File: config.mk
export PLATFORM = sky130hd
export DESIGN_NAME = calc_serializer
export DESIGN_NICKNAME = d
export VERILOG_FILES = /design/src/rtl/nna_pkg.sv /design/src/rtl/calc_serializer.sv
export SDC_FILE = /design/constraint.sdc
export NUM_CORES = 1
export LEC_CHECK = 0
export CAP_MARGIN = 10
export CORE_MARGIN = 2
export CORE_UTILIZATION = 52
export DETAILED_ROUTE_END_ITERATION = 8
export PLACE_DENSITY = 0.88
export SYNTH_ARGS = -nofsm -noshare
export SYNTH_HDL_FRONTEND = slang
export SYNTH_SLANG_ARGS = --single-unit
File: constraint.sdc
create_clock -name clk -period 2.12 [get_ports clk]
set_input_delay 0.424 -clock clk [delete_from_list [all_inputs] [get_ports clk]]
set_output_delay 0.424 -clock clk [all_outputs]
set_load 0.05 [all_outputs]
File: src/rtl/nna_pkg.sv
// nna_pkg: definitions shared by the calc serializer and the calc-side monitors.
//   CALC_ALU_W_DEF   : default operand width of the calc aggregation unit
//   calc_ser_state_t : serializer FSM state encoding (IDLE, SHIFT)
package nna_pkg;

   localparam int CALC_ALU_W_DEF = 12;

   typedef enum logic [0:0] {
      IDLE  = 1'b0,
      SHIFT = 1'b1
   } calc_ser_state_t;

endpackage : nna_pkg

File: src/rtl/calc_serializer.sv
// calc_serializer: bit-serial feeder for the calc aggregation unit.
// Accepts parallel operand words over a valid/ready handshake and shifts them
// out LSB-first, one bit per clock, with a bit-valid strobe and a frame marker.
//
// Ports:
//   clk        in  : rising-edge clock
//   rst        in  : asynchronous active-high reset
//   flush      in  : synchronous abort of the current word and frame
//   word_in    in  : operand word, taken when word_valid & word_ready
//   word_valid in  : upstream has a word
//   word_ready out : a word is accepted this cycle
//   calc_in    out : serial data bit, LSB first
//   calc_1     out : bit-valid strobe for calc_in
//   frame_last out : high on the final bit of the frame_len-th word of a frame
//   busy       out : a word is being shifted
module calc_serializer
   import nna_pkg::*;
#(
   parameter int alu_width = CALC_ALU_W_DEF,
   parameter int frame_len = 4
) (
   input  logic                 clk,
   input  logic                 rst,
   input  logic                 flush,
   input  logic [alu_width-1:0] word_in,
   input  logic                 word_valid,
   output logic                 word_ready,
   output logic                 calc_in,
   output logic                 calc_1,
   output logic                 frame_last,
   output logic                 busy
);

   localparam int BC_W = (alu_width > 1) ? $clog2(alu_width) : 1;
   localparam int WC_W = (frame_len > 1) ? $clog2(frame_len) : 1;
   localparam logic [BC_W-1:0] LAST_BIT  = BC_W'(alu_width - 1);
   localparam logic [WC_W-1:0] LAST_WORD = WC_W'(frame_len - 1);

   calc_ser_state_t      r_state;
   logic [alu_width-1:0] r_sr;
   logic [BC_W-1:0]      r_bit_cnt;
   logic [WC_W-1:0]      r_word_cnt;

   logic                 w_last_bit;
   logic                 w_last_word;
   logic                 w_shifting;
   logic [WC_W-1:0]      w_word_cnt_nxt;

   assign w_shifting     = (r_state == SHIFT);
   assign w_last_bit     = (r_bit_cnt == LAST_BIT);
   assign w_last_word    = (r_word_cnt == LAST_WORD);
   assign w_word_cnt_nxt = w_last_word ? {WC_W{1'b0}} : (r_word_cnt + WC_W'(1));

   // A new word can enter while idle or on the last bit of the current word,
   // which is what gives back-to-back words zero bubble cycles.
   assign word_ready = !flush && (!w_shifting || w_last_bit);

   // Outputs decode registered state only; no path from any input.
   assign calc_in    = w_shifting & r_sr[0];
   assign calc_1     = w_shifting;
   assign frame_last = w_shifting & w_last_bit & w_last_word;
   assign busy       = w_shifting;

   // FSM, shift register, bit counter and word counter.
   always_ff @(posedge clk or posedge rst) begin
      if (rst) begin
         r_state    <= IDLE;
         r_sr       <= {alu_width{1'b0}};
         r_bit_cnt  <= {BC_W{1'b0}};
         r_word_cnt <= {WC_W{1'b0}};
      end else if (flush) begin
         // Flush discards the partial word and restarts the frame count.
         r_state    <= IDLE;
         r_sr       <= {alu_width{1'b0}};
         r_bit_cnt  <= {BC_W{1'b0}};
         r_word_cnt <= {WC_W{1'b0}};
      end else begin
         case (r_state)
            IDLE: begin
               if (word_valid) begin
                  r_sr      <= word_in;
                  r_bit_cnt <= {BC_W{1'b0}};
                  r_state   <= SHIFT;
               end else begin
                  r_state   <= IDLE;
               end
            end
            SHIFT: begin
               if (w_last_bit) begin
                  r_word_cnt <= w_word_cnt_nxt;
                  r_bit_cnt  <= {BC_W{1'b0}};
                  if (word_valid) begin
                     r_sr    <= word_in;
                     r_state <= SHIFT;
                  end else begin
                     r_sr    <= {alu_width{1'b0}};
                     r_state <= IDLE;
                  end
               end else begin
                  r_sr      <= r_sr >> 1;
                  r_bit_cnt <= r_bit_cnt + BC_W'(1);
               end
            end
            default: begin
               r_state    <= IDLE;
               r_sr       <= {alu_width{1'b0}};
               r_bit_cnt  <= {BC_W{1'b0}};
               r_word_cnt <= {WC_W{1'b0}};
            end
         endcase
      end
   end

endmodule : calc_serializer
Word-level counts from Yosys, hierarchy flattened
Index checks and enable logic that the tools add are counted.
{ "op_classes": {"n_eq_ne": 3, "n_bitwise": 4, "addsub": 2, "muxes": 17, "reduce_logical": 7} }
{ "op_table": {"columns": ["cell", "count"], "rows": [
  ["two-way mux 12 bit", 4],
  ["one-hot mux 12 bit (2 select lines)", 1],
  ["two-way mux 4 bit", 3],
  ["two-way mux 2 bit", 4],
  ["one-hot mux 4 bit (2 select lines)", 1],
  ["adder 4 x 1 -> 4 bit, second input constant", 1],
  ["equality test 4 bit, second input constant", 1],
  ["nonzero test 2 bit", 2],
  ["AND 1 bit", 3],
  ["two-way mux 1 bit", 3],
  ["inequality test 3 bit, second input constant", 1],
  ["adder 2 x 1 -> 2 bit, second input constant", 1],
  ["equality test 2 bit, second input constant", 1],
  ["logical NOT 1 bit", 2],
  ["one-hot mux 1 bit (2 select lines)", 1],
  ["AND reduction 2 bit", 1],
  ["logical AND 1 bit", 1],
  ["logical OR 1 bit", 1],
  ["inverter 1 bit", 1]
]} }
{ "totals": {"output_inout_bits": 5, "input_bits": 16, "reg_bits": 19} }

Depth between registers and ports, before layout
{ "logic_depth": {"word_depth": 5, "depth_mapped": 5, "ltp_nobuf": 4} }

Worst setup path after synthesis
No wires, ideal clock.
{ "synth_timing": {"path_kind": "register to output", "from": "register r_state, in the netlist busy", "to": "output port frame_last", "path_slack_ns": -0.101, "required_ns": 1.696, "path_stages_with_launch": 4, "path_buffers": 1, "arrival_ns": 1.797, "cell_sequence": "dfrtp_1 buf_4 nand4b_1 nor2_1"} }
{ "synth_via": {"elab_chain_len": 2} }
{ "synth_lines": {"columns": ["element", "line", "rtl"], "rows": [
  ["from (decl)", "calc_serializer.sv:39", "calc_ser_state_t r_state;"],
  ["from (signal assigned)", "calc_serializer.sv:67", "r_state <= IDLE;"],
  ["from (signal assigned)", "calc_serializer.sv:73", "r_state <= IDLE;"],
  ["from (signal assigned)", "calc_serializer.sv:83", "r_state <= SHIFT;"],
  ["AND 1 bit (2 in a row)", "calc_serializer.sv:61", "assign frame_last = w_shifting & w_last_bit & w_last_word;"],
  ["to (decl)", "calc_serializer.sv:30", "output logic frame_last,"]
]} }
Every way passes these cells.

Worst setup path after layout
{ "layout_timing": {"from": "register r_bit_cnt[0]", "to": "output port word_ready"} }
{ "layout_via": {"elab_chain_len": 3} }
{ "layout_lines": {"columns": ["element", "line", "rtl"], "rows": [
  ["from (decl)", "calc_serializer.sv:41", "logic [BC_W-1:0] r_bit_cnt;"],
  ["from (signal assigned)", "calc_serializer.sv:69", "r_bit_cnt <= {BC_W{1'b0}};"],
  ["from (signal assigned)", "calc_serializer.sv:75", "r_bit_cnt <= {BC_W{1'b0}};"],
  ["from (signal assigned)", "calc_serializer.sv:82", "r_bit_cnt <= {BC_W{1'b0}};"],
  ["equality test 4 bit", "calc_serializer.sv:50", "assign w_last_bit = (r_bit_cnt == LAST_BIT);"],
  ["logical OR 1 bit", "calc_serializer.sv:56", "assign word_ready = !flush && (!w_shifting || w_last_bit);"],
  ["logical AND 1 bit", "calc_serializer.sv:56", null],
  ["to (decl)", "calc_serializer.sv:27", "output logic word_ready,"]
]} }
Every way passes these cells.

==> results.toml <==
[power]
totalPowerFinal_mw = 0.688
p_leak_nw = 0.614
ir_drop_v = 0.000323
power.density_nw_per_um2 = 566

[synth]
synth-xor-area-share_pct = 0.906
yosys_warnings = 0
yosys.area_share.simple_pct = 19.4
syn_avg_cell_area_um2 = 11.8
synth_seq_cells = 19
netlist_instances = 82
ys_seq_area_share_pct = 49.2
synthDistinctLibCells = 28
synth_top_family_by_area = "simple AND/OR/NAND/NOR gates"
synthTopCellsByArea = "dfrtp_1, a221o_1, and2_1"
synth_fp_nets = 100
yosysTopAreaCellShare_pct = 49.2
synth.cell_area_um2 = 967
yosysTopAreaCell = "dfrtp_1"
muxShareOfSynthArea_pct = 3.23
synth-adder-area-share_pct = 2.59
synth_compound_area_share_pct = 18.2

[routing]
drt_first_pass_iters = 2
drc = 0
drt_wl_total_um = 1780
antenna_left = 0
drt_iter0_drc = 10
viasPerCell = 5.55
via_count = 711
avgRoutedWirePerCell_um = 13.9

[layout]
fillers = 135
instances_no_fill = 128
drive_gt1_share_pct = 21.4
final_nets = 122
antenna_cells = 0
final_util_pct = 69.7
area.growth.synth_to_final_pct = 25.7

[floorplanning]
num_rows = 15
core_um2 = 1750
io_pins = 21
die_h_um = 47.1
die_area_um2 = 2220
start_util_pct = 55.4
die_w_um = 47.1

[global_route]
grt_pass1_wl_um = 2940
grt_max_degree = 20
overflow = 0
antenna_found_initial = 0
grt_pass1_vias = 724
track_usage_pct = 19.1

[setup_path]
required_ns = 1.70
r2r_slack_ns = 0.55
r2r_start = "busy"
start_kind = "flip-flop"
end_kind = "primary output"
arrival_ns = 1.59
worstRegToRegCells = 4
crit_type = "reg -> out"
crit_fanout = 5
rr_endpoint = "r_sr[2]"

[sta]
post-route-period-util_pct = 94.8
worstMarginPinSlew_ns = 0.679
timing_hold_violations_final = 0
relSlewSlack_pct = 54.5
layout_min_cycle_time_ns = 2.01
skew_ns = 0.0120
drv_slew = 0
setup_viol = 0
max_freq_mhz = 497
rsz0062_at_grt = "no"
setup_tns_ns = 0

[clocking]
cts_setup_buffers = 0
clk_pin_slew_worst_paths_ns = 0.11
clk_path_buf_depth = 2
cts_tree = "built"
cts_buffers = 3
cts_root_buffer = "clkbuf_4"
ctsResizeCount = 0
clk_latency_ns = 0.30
htree_levels = 1
hold_buffers = 0
clkSinkCount = 19

[placed_design]
dp_cells = 124
numPortBuffers = 20
gp_congestion = 0.784
dpl.hpwl_um = 1270

[run]
max_cap_viol_count = 0

[outcome]
status = "finished clean"

[hold_path]
hp-class = "in -> async"
==> how the worst max path moves through the flow <==
stage                  from    endpoint  slack (ns)  cells past startpoint
6_report       r_bit_cnt[0]  word_ready        0.11                      4
5_1_grt        r_bit_cnt[0]  word_ready        0.06                      4
4_1_cts        r_bit_cnt[0]  word_ready        0.09                      4
3_5_place_dp          flush     r_sr[2]        0.07                      4
3_3_place_gp          flush     r_sr[0]        0.14                      4
2_1_floorplan          busy  word_ready        0.07                      2
==> cells in the final DEF (no fill, tap or decap), types with 2 or more instances in the layout <==
cell and n:
a21oi_1 3, a221o_1 9, a221o_2 2, and2_1 12
buf_12 2, buf_4 6, clkbuf_4 3, clkdlybuf4s50_1 15
dfrtp_1 19, ha_1 2, inv_1 4, mux2i_1 2
nor2_1 6
==> layer usage <==
metal	vias up	track usage (%)	part of all wire (%)
li1	340	-	-
met1	347	22.2	44
met2	18	32.1	51
met3	6	4.62	3.7
met4	0	11.1	1.9
met5	-	0	0
==> area by class of cell <==
cell class,instances,area (um^2),share of cell area (%)
Clock inverter,1,5.00,0.412
Clock buffer,3,22.5,1.85
Inverter,4,15.0,1.23
Tap cell,25,31.3,2.57
Timing Repair Buffer,23,235,19.3
Sequential cell,19,475,39.1
Multi-Input combinational cell,53,432,35.5
==> cell families (layout without fill, tap and decap cells) <==
family / after synthesis / in the layout
multiplexers: 3 / 3
AO/OA/AOI/OAI: 19 / 19
adder cells (fa/ha/maj): 2 / 2
buffers and inverters: 10 / 31
XOR/XNOR: 1 / 1
flip-flops: 19 / 19
AND/OR/NAND/NOR: 28 / 28
==> flip-flops by register name (all words and copies together) (netlist names) <==
| name | flops |
|---|---|
| r_word_cnt | 2 |
| busy | 1 |
| r_bit_cnt | 4 |
| r_sr | 12 |
==> synth_stat cells <==
master and number:
inv_1 4, nand4b_1 1, a41o_1 1, buf_6 2, a21oi_1 3, nand3_1 1, or2b_1 1, dfrtp_1 19
a221o_2 2, a211oi_2 1, a221o_1 9, xor2_1 1, nand2b_2 1, nand3b_4 1, a22o_1 1, nor3b_1 1
a32oi_1 1, nor2_1 7, mux2i_1 2, nor2b_4 1, buf_2 2, nor3_1 1, a21o_2 1, nor3_2 1
buf_4 2, ha_1 2, and2_1 12, mux2_2 1
==> where the power goes <==
| group | internal, mW | switching [mW] | total [mW] |
|---|---|---|---|
| Sequential | 0.379 | 0.00981 | 0.389 |
| Clock | 0.0703 | 0.111 | 0.181 |
| Combinational | 0.0596 | 0.0586 | 0.118 |
==> through the flow <==
step	hold WS, ns	area [um^2]	worst slack (ns)
floorplan	0.375	970	0.0724
global placement	0.485	1190	0.139
detailed placement	0.494	1190	0.0731
CTS	0.438	1220	0.0941
global route	0.489	1220	0.0582
finish	0.436	1220	0.109
==> worst max-delay path: stages (launching register included) <==
cell      delay, ns
dfrtp_1        0.40
ha_1           0.29
nand3b_4       0.13
a21oi_1        0.29
buf_12         0.18
(Power assumes the default switching activity.)
